## src/rtl/mips_multicycle_ctrl.sv

```systemverilog
// Main control FSM for the multi-cycle MIPS datapath: fetch/decode/execute/memory/writeback.
// Optional build macro MC_PERF_CNT_EN adds cycle_cnt/instr_cnt performance counters.
module mips_multicycle_ctrl #(
    parameter int ALU_CTRL_W = 4,
    parameter int STATE_W    = 4
) (
    input  logic                  clk,
    input  logic                  rst,
    input  logic [5:0]            opcode,
    input  logic [5:0]            funct,
    input  logic                  zero,
    input  logic                  mem_ready,
    output logic                  pc_en,
    output logic                  ir_write,
    output logic                  mem_read,
    output logic                  mem_write,
    output logic                  iord,
    output logic                  reg_write,
    output logic                  reg_dst,
    output logic                  mem_to_reg,
    output logic                  alu_src_a,
    output logic [1:0]            alu_src_b,
    output logic [ALU_CTRL_W-1:0] alu_ctrl,
    output logic [1:0]            pc_src,
    output logic                  illegal,
    output logic [STATE_W-1:0]    state
`ifdef MC_PERF_CNT_EN
    ,
    output logic [31:0]           cycle_cnt,
    output logic [31:0]           instr_cnt
`endif
);

    typedef enum logic [3:0] {
        FETCH   = 4'd0,
        DECODE  = 4'd1,
        MEMADR  = 4'd2,
        MEMRD   = 4'd3,
        MEMWB   = 4'd4,
        MEMWR   = 4'd5,
        RTYPE   = 4'd6,
        ALUWB   = 4'd7,
        BRANCH  = 4'd8,
        ADDI_EX = 4'd9,
        ADDI_WB = 4'd10,
        JUMP    = 4'd11,
        TRAP    = 4'd12
    } state_t;

    localparam logic [5:0] OP_LW    = 6'b100011;
    localparam logic [5:0] OP_SW    = 6'b101011;
    localparam logic [5:0] OP_RTYPE = 6'b000000;
    localparam logic [5:0] OP_BEQ   = 6'b000100;
    localparam logic [5:0] OP_ADDI  = 6'b001000;
    localparam logic [5:0] OP_J     = 6'b000010;

    localparam logic [ALU_CTRL_W-1:0] ALU_ADD = ALU_CTRL_W'(4'b0010);
    localparam logic [ALU_CTRL_W-1:0] ALU_SUB = ALU_CTRL_W'(4'b0110);
    localparam logic [ALU_CTRL_W-1:0] ALU_AND = ALU_CTRL_W'(4'b0000);
    localparam logic [ALU_CTRL_W-1:0] ALU_OR  = ALU_CTRL_W'(4'b0001);
    localparam logic [ALU_CTRL_W-1:0] ALU_SLT = ALU_CTRL_W'(4'b0111);

    state_t state_q, state_n;

    always_ff @(posedge clk) begin
        if (rst) state_q <= FETCH;
        else     state_q <= state_n;
    end

    assign state = STATE_W'(state_q);

    // Outputs depend only on state, with mem_ready/zero gating the PC/IR enables.
    always_comb begin
        state_n    = state_q;
        pc_en      = 1'b0;
        ir_write   = 1'b0;
        mem_read   = 1'b0;
        mem_write  = 1'b0;
        iord       = 1'b0;
        reg_write  = 1'b0;
        reg_dst    = 1'b0;
        mem_to_reg = 1'b0;
        alu_src_a  = 1'b0;
        alu_src_b  = 2'b00;
        alu_ctrl   = ALU_ADD;
        pc_src     = 2'b00;
        illegal    = 1'b0;
        case (state_q)
            FETCH: begin
                mem_read  = 1'b1;
                alu_src_b = 2'b01;
                ir_write  = mem_ready;
                pc_en     = mem_ready;
                if (mem_ready) state_n = DECODE;
            end
            DECODE: begin
                alu_src_b = 2'b11;
                case (opcode)
                    OP_LW, OP_SW: state_n = MEMADR;
                    OP_RTYPE:     state_n = RTYPE;
                    OP_BEQ:       state_n = BRANCH;
                    OP_ADDI:      state_n = ADDI_EX;
                    OP_J:         state_n = JUMP;
                    default:      state_n = TRAP;
                endcase
            end
            MEMADR: begin
                alu_src_a = 1'b1;
                alu_src_b = 2'b10;
                state_n   = (opcode == OP_SW) ? MEMWR : MEMRD;
            end
            MEMRD: begin
                mem_read = 1'b1;
                iord     = 1'b1;
                if (mem_ready) state_n = MEMWB;
            end
            MEMWB: begin
                reg_write  = 1'b1;
                mem_to_reg = 1'b1;
                state_n    = FETCH;
            end
            MEMWR: begin
                mem_write = 1'b1;
                iord      = 1'b1;
                if (mem_ready) state_n = FETCH;
            end
            RTYPE: begin
                alu_src_a = 1'b1;
                state_n   = ALUWB;
                case (funct)
                    6'h20:   alu_ctrl = ALU_ADD;
                    6'h22:   alu_ctrl = ALU_SUB;
                    6'h24:   alu_ctrl = ALU_AND;
                    6'h25:   alu_ctrl = ALU_OR;
                    6'h2A:   alu_ctrl = ALU_SLT;
                    default: state_n  = TRAP;
                endcase
            end
            ALUWB: begin
                reg_write = 1'b1;
                reg_dst   = 1'b1;
                state_n   = FETCH;
            end
            BRANCH: begin
                alu_src_a = 1'b1;
                alu_ctrl  = ALU_SUB;
                pc_src    = 2'b01;
                pc_en     = zero;
                state_n   = FETCH;
            end
            ADDI_EX: begin
                alu_src_a = 1'b1;
                alu_src_b = 2'b10;
                state_n   = ADDI_WB;
            end
            ADDI_WB: begin
                reg_write = 1'b1;
                state_n   = FETCH;
            end
            JUMP: begin
                pc_src  = 2'b10;
                pc_en   = 1'b1;
                state_n = FETCH;
            end
            TRAP: begin
                illegal = 1'b1;
                state_n = FETCH;
            end
            default: state_n = FETCH;
        endcase
    end

`ifdef MC_PERF_CNT_EN
    // An instruction retires whenever the FSM returns to FETCH, traps included.
    always_ff @(posedge clk) begin
        if (rst) begin
            cycle_cnt <= 32'd0;
            instr_cnt <= 32'd0;
        end else begin
            cycle_cnt <= cycle_cnt + 32'd1;
            if (state_q != FETCH && state_n == FETCH)
                instr_cnt <= instr_cnt + 32'd1;
        end
    end
`endif

endmodule

```

## config.mk

```make
export PLATFORM = sky130hd
export DESIGN_NAME = mips_multicycle_ctrl
export DESIGN_NICKNAME = d
export VERILOG_FILES = /design/src/rtl/mips_multicycle_ctrl.sv
export SDC_FILE = /design/constraint.sdc
export NUM_CORES = 1
export LEC_CHECK = 0
export BUFFER_PORTS_ARGS = -buffer_cell sky130_fd_sc_hd__buf_2
export CAP_MARGIN = 20
export CORE_UTILIZATION = 40
export CTS_BUF_LIST = sky130_fd_sc_hd__clkbuf_16
export DETAILED_ROUTE_END_ITERATION = 6
export HOLD_SLACK_MARGIN = 0.12
export PLACE_DENSITY = 0.77
export REMOVE_ABC_BUFFERS = 1
export SLEW_MARGIN = 20
export SYNTH_ARGS = -nofsm -noshare
export SYNTH_HDL_FRONTEND = slang
export SYNTH_SLANG_ARGS = --single-unit
```

## constraint.sdc

```tcl
create_clock -name clk -period 1.8 [get_ports clk]
set_input_delay 0.18 -clock clk [delete_from_list [all_inputs] [get_ports clk]]
set_output_delay 0.18 -clock clk [all_outputs]
set_load 0.1 [all_outputs]
```

==> impl_metrics.tcl <==
set metrics [dict create \
    critPathLaunch "state[0]" \
    drtIter0Drc 58 \
    antenna_cells 0 \
    vias 901 \
    timing.hold.ws_ns 0.185 \
    max_freq_mhz 561 \
    dpl-instance-area_um2 988 \
    worstPathCellList "inv_2 -> nand2_2 -> or3_4 -> o21bai_2 -> buf_12" \
    syn_area_per_cell_um2 6.64 \
    vias_per_cell 6.30 \
    crit_path_max_fanout 6 \
    slowest_stage "or3_4" \
    hp-class "in -> reg" \
    cts_made_buffers 3 \
    dp_hpwl_um 1490 \
    fin_area_mm2 0.00114 \
    holdPathStages 2 \
    synth_top_area_share_pct 13.9 \
    drcViolationCount 0 \
    ant_nets 0 \
    worstSetupPathType "reg -> out" \
    synthArstFlopShare_pct 0 \
    h-tree-depth 1 \
    synth_xor_area_share_pct 3.03 \
    die_y_um 40.0 \
    period_share_pct 99.1 \
    multi_input_area_um2 503 \
    synthToLayoutAreaGrowth_pct 97.6 \
    reg2reg_from "state[2]" \
    slew_viol_final 0 \
    endpoint_kind "output port" \
    grt_pass1_wl_um 3460 \
    io_pins 38 \
    top_layer "met4" \
    tns_ns 0 \
    skew_ns 0.00280 \
    critPathBufInv 2 \
    cts_sinks 4 \
    yosys-top-cells-count "10 x nor2_1, 7 x a21oi_1, 7 x nor3_1, 6 x nand2_1" \
    fillers 66 \
    power.switching_w 0.000569 \
    ys_warn_count 0 \
    initial_core_util_pct 43.9 \
    synth_most_common_cell "nor2_1" \
    die_w_um 40.0 \
    gr-total-overflow 0 \
    p_clk_share_pct 30.1 \
    ys.flop_type "dfxtp_1" \
    nNetsFinal 146 \
    wl_met2_um 1230 \
    first_global_vias 740 \
    cts_tree "done" \
    die-area_mm2 0.00160 \
    netlist_instances 87 \
    combPwrFrac_pct 60.4 \
    period_needed_ns 1.78 \
    insertion_delay_ns 0.23 \
    clk_pin_slew_ns 0.03 \
    largest_register_ffs 4 \
    drt-met1-wl_um 957 \
    seq_area_frac_synth_pct 13.9 \
    ir_worst_vdd_mv 0.654 \
    cts_max_path_buffers 2 \
    rr_worst_depth 5 \
    num_rows 13 \
    internal_power_w 0.000597 \
    yosys.area_share.simple_pct 43.7 \
    hold_start "rst" \
    core-area_mm2 0.00132 \
    synth_fa_ha_area_share_pct 0 \
    max-cap-violations 0 \
    yosysTopAreaCell "dfxtp_1" \
    switching_share_pct 48.8 \
    required_ns 1.62 \
    ys_seq_elements 4 \
    setup_viol 0 \
    seqPwrFrac_pct 9.5 \
    seqCellArea_um2 83.8 \
    grt_max_degree 15 \
    firstDrtPassIters 4 \
    cp-start-kind "register" \
    synth_top_family_by_area "simple AND/OR/NAND/NOR gates" \
    syn-cell-area_um2 578 \
    outcome "finished, final reports clean" \
    p_leak_nw 0.488 \
    ff2ff_setup_slack_ns 0.27 \
    tightest_slew_ns 0.628 \
    critPathMaxStageDelay_ns 0.43 \
    grt_util_all_layers_pct 32.8 \
    drive_above_1_share_pct 48.4 \
    cp.arrival_ns 1.60 \
    gp_congestion 0.887 \
    cts_hold_buf 0 \
    synth_edf_count 0 \
    synth_compound_area_share_pct 31.8 \
    min_to "state[3]" \
    drt-wirelength-per-cell_um 17.5 \
    synthMuxAreaShare_pct 0 \
    wl_um 2510 \
    power_w 0.00117 \
    finalHoldViolCount 0 \
    antenna_found_initial 0 \
    met3_length_um 285 \
    r2r_end "state[0]" \
    slew_headroom_pct 58.0 \
    clk_root_buffer_cell "clkbuf_16" \
    synthTopCellsByArea "dfxtp_1 14%, nor2_1 6.5%, a21oi_1 6.1%" \
    power-per-cell-area_mw_per_mm2 1020 \
    crit_family "simple AND/OR/NAND/NOR gates" \
    io_buffers 36 \
    ys_types 38 \
]
-- how the worst max path moves through the flow --
| stage | slack [ns] | to | depth (start not counted) |
|---|---|---|---|
| 2_1_floorplan | -2.87 | alu_ctrl[2] | 3 |
| 3_3_place_gp | 0.16 | pc_en | 5 |
| 3_5_place_dp | 0.12 | alu_ctrl[2] | 4 |
| 4_1_cts | 0.05 | alu_ctrl[2] | 5 |
| 5_1_grt | -0.01 | alu_ctrl[2] | 5 |
| 6_report | 0.02 | alu_ctrl[2] | 5 |
-- cells by family (layout without fill, tap and decap cells) --
group	after synthesis	in the layout
other	1	1
AND/OR/NAND/NOR	46	46
XOR/XNOR	2	2
buffers and inverters	9	50
AO/OA/AOI/OAI	25	25
flip-flops	4	4
-- cell type report --
| class | count | area share, % |
|---|---|---|
| clock buffer | 3 | 6.57 |
| inverter | 3 | 0.986 |
| multi-input combinational | 74 | 44.0 |
| sequential | 4 | 7.34 |
| tap | 15 | 1.64 |
| timing repair buffer | 44 | 39.4 |
-- layout by cell type, fill, tap and decap left out, types with 2 or more instances in the layout --
master     count
a32oi_1        2
a2111oi_2      2
nor2_1         8
nand2b_1       4
o22ai_1        2
nand2_1        5
buf_2         22
o21ai_0        2
xnor2_1        2
inv_1          2
dfxtp_1        3
buf_4          8
nor3_1         5
nor4b_1        2
a21oi_1        7
buf_12        14
nor2b_1        2
o31ai_1        2
clkbuf_16      3
or3_1          4
nor3_2         2
-- worst reg2reg max path, stage by stage, from the launching register on --
cell,delay [ns]
dfxtp_1,0.42
buf_4,0.24
xnor2_1,0.11
nor3_2,0.25
a32oi_1,0.09
a221oi_1,0.31
-- stage by stage --
stage | instances | utilization (%) | setup slack, ns
floorplan | 81 | - | -2.87
global placement | 138 | 75.0 | 0.157
detailed placement | 138 | 75.0 | 0.124
CTS | 141 | 83.0 | 0.0454
global route | 143 | 86.7 | -0.0128
finish | 143 | 86.7 | 0.0162
-- per-layer routing --
metal | vias to the layer above | track usage [%]
li1 | 417 | -
met3 | 8 | 8.89
met2 | 77 | 50.4
met1 | 399 | 42.7
met5 | - | 0
met4 | 0 | 13.8
-- what timing repair did --
item,4_1_cts,5_1_grt
pin swaps,0,1
gates resized for setup,9,7
setup buffers,0,2
setup endpoints to repair,4,4
gates cloned,0,0
endpoints found under the hold margin,0,0
-- power by group through the flow --
stage / clock, W / sequential (W) / combinational [W]
after floorplan: 0 / 0.000182 / 0.000371
after global placement: 0 / 0.000110 / 0.000658
after detailed placement: 0 / 0.000111 / 0.000664
after CTS: 0.000355 / 0.000110 / 0.000676
after global routing: 0.000364 / 0.000112 / 0.000730
final: 0.000351 / 0.000111 / 0.000705
(Power assumes the default switching activity.)
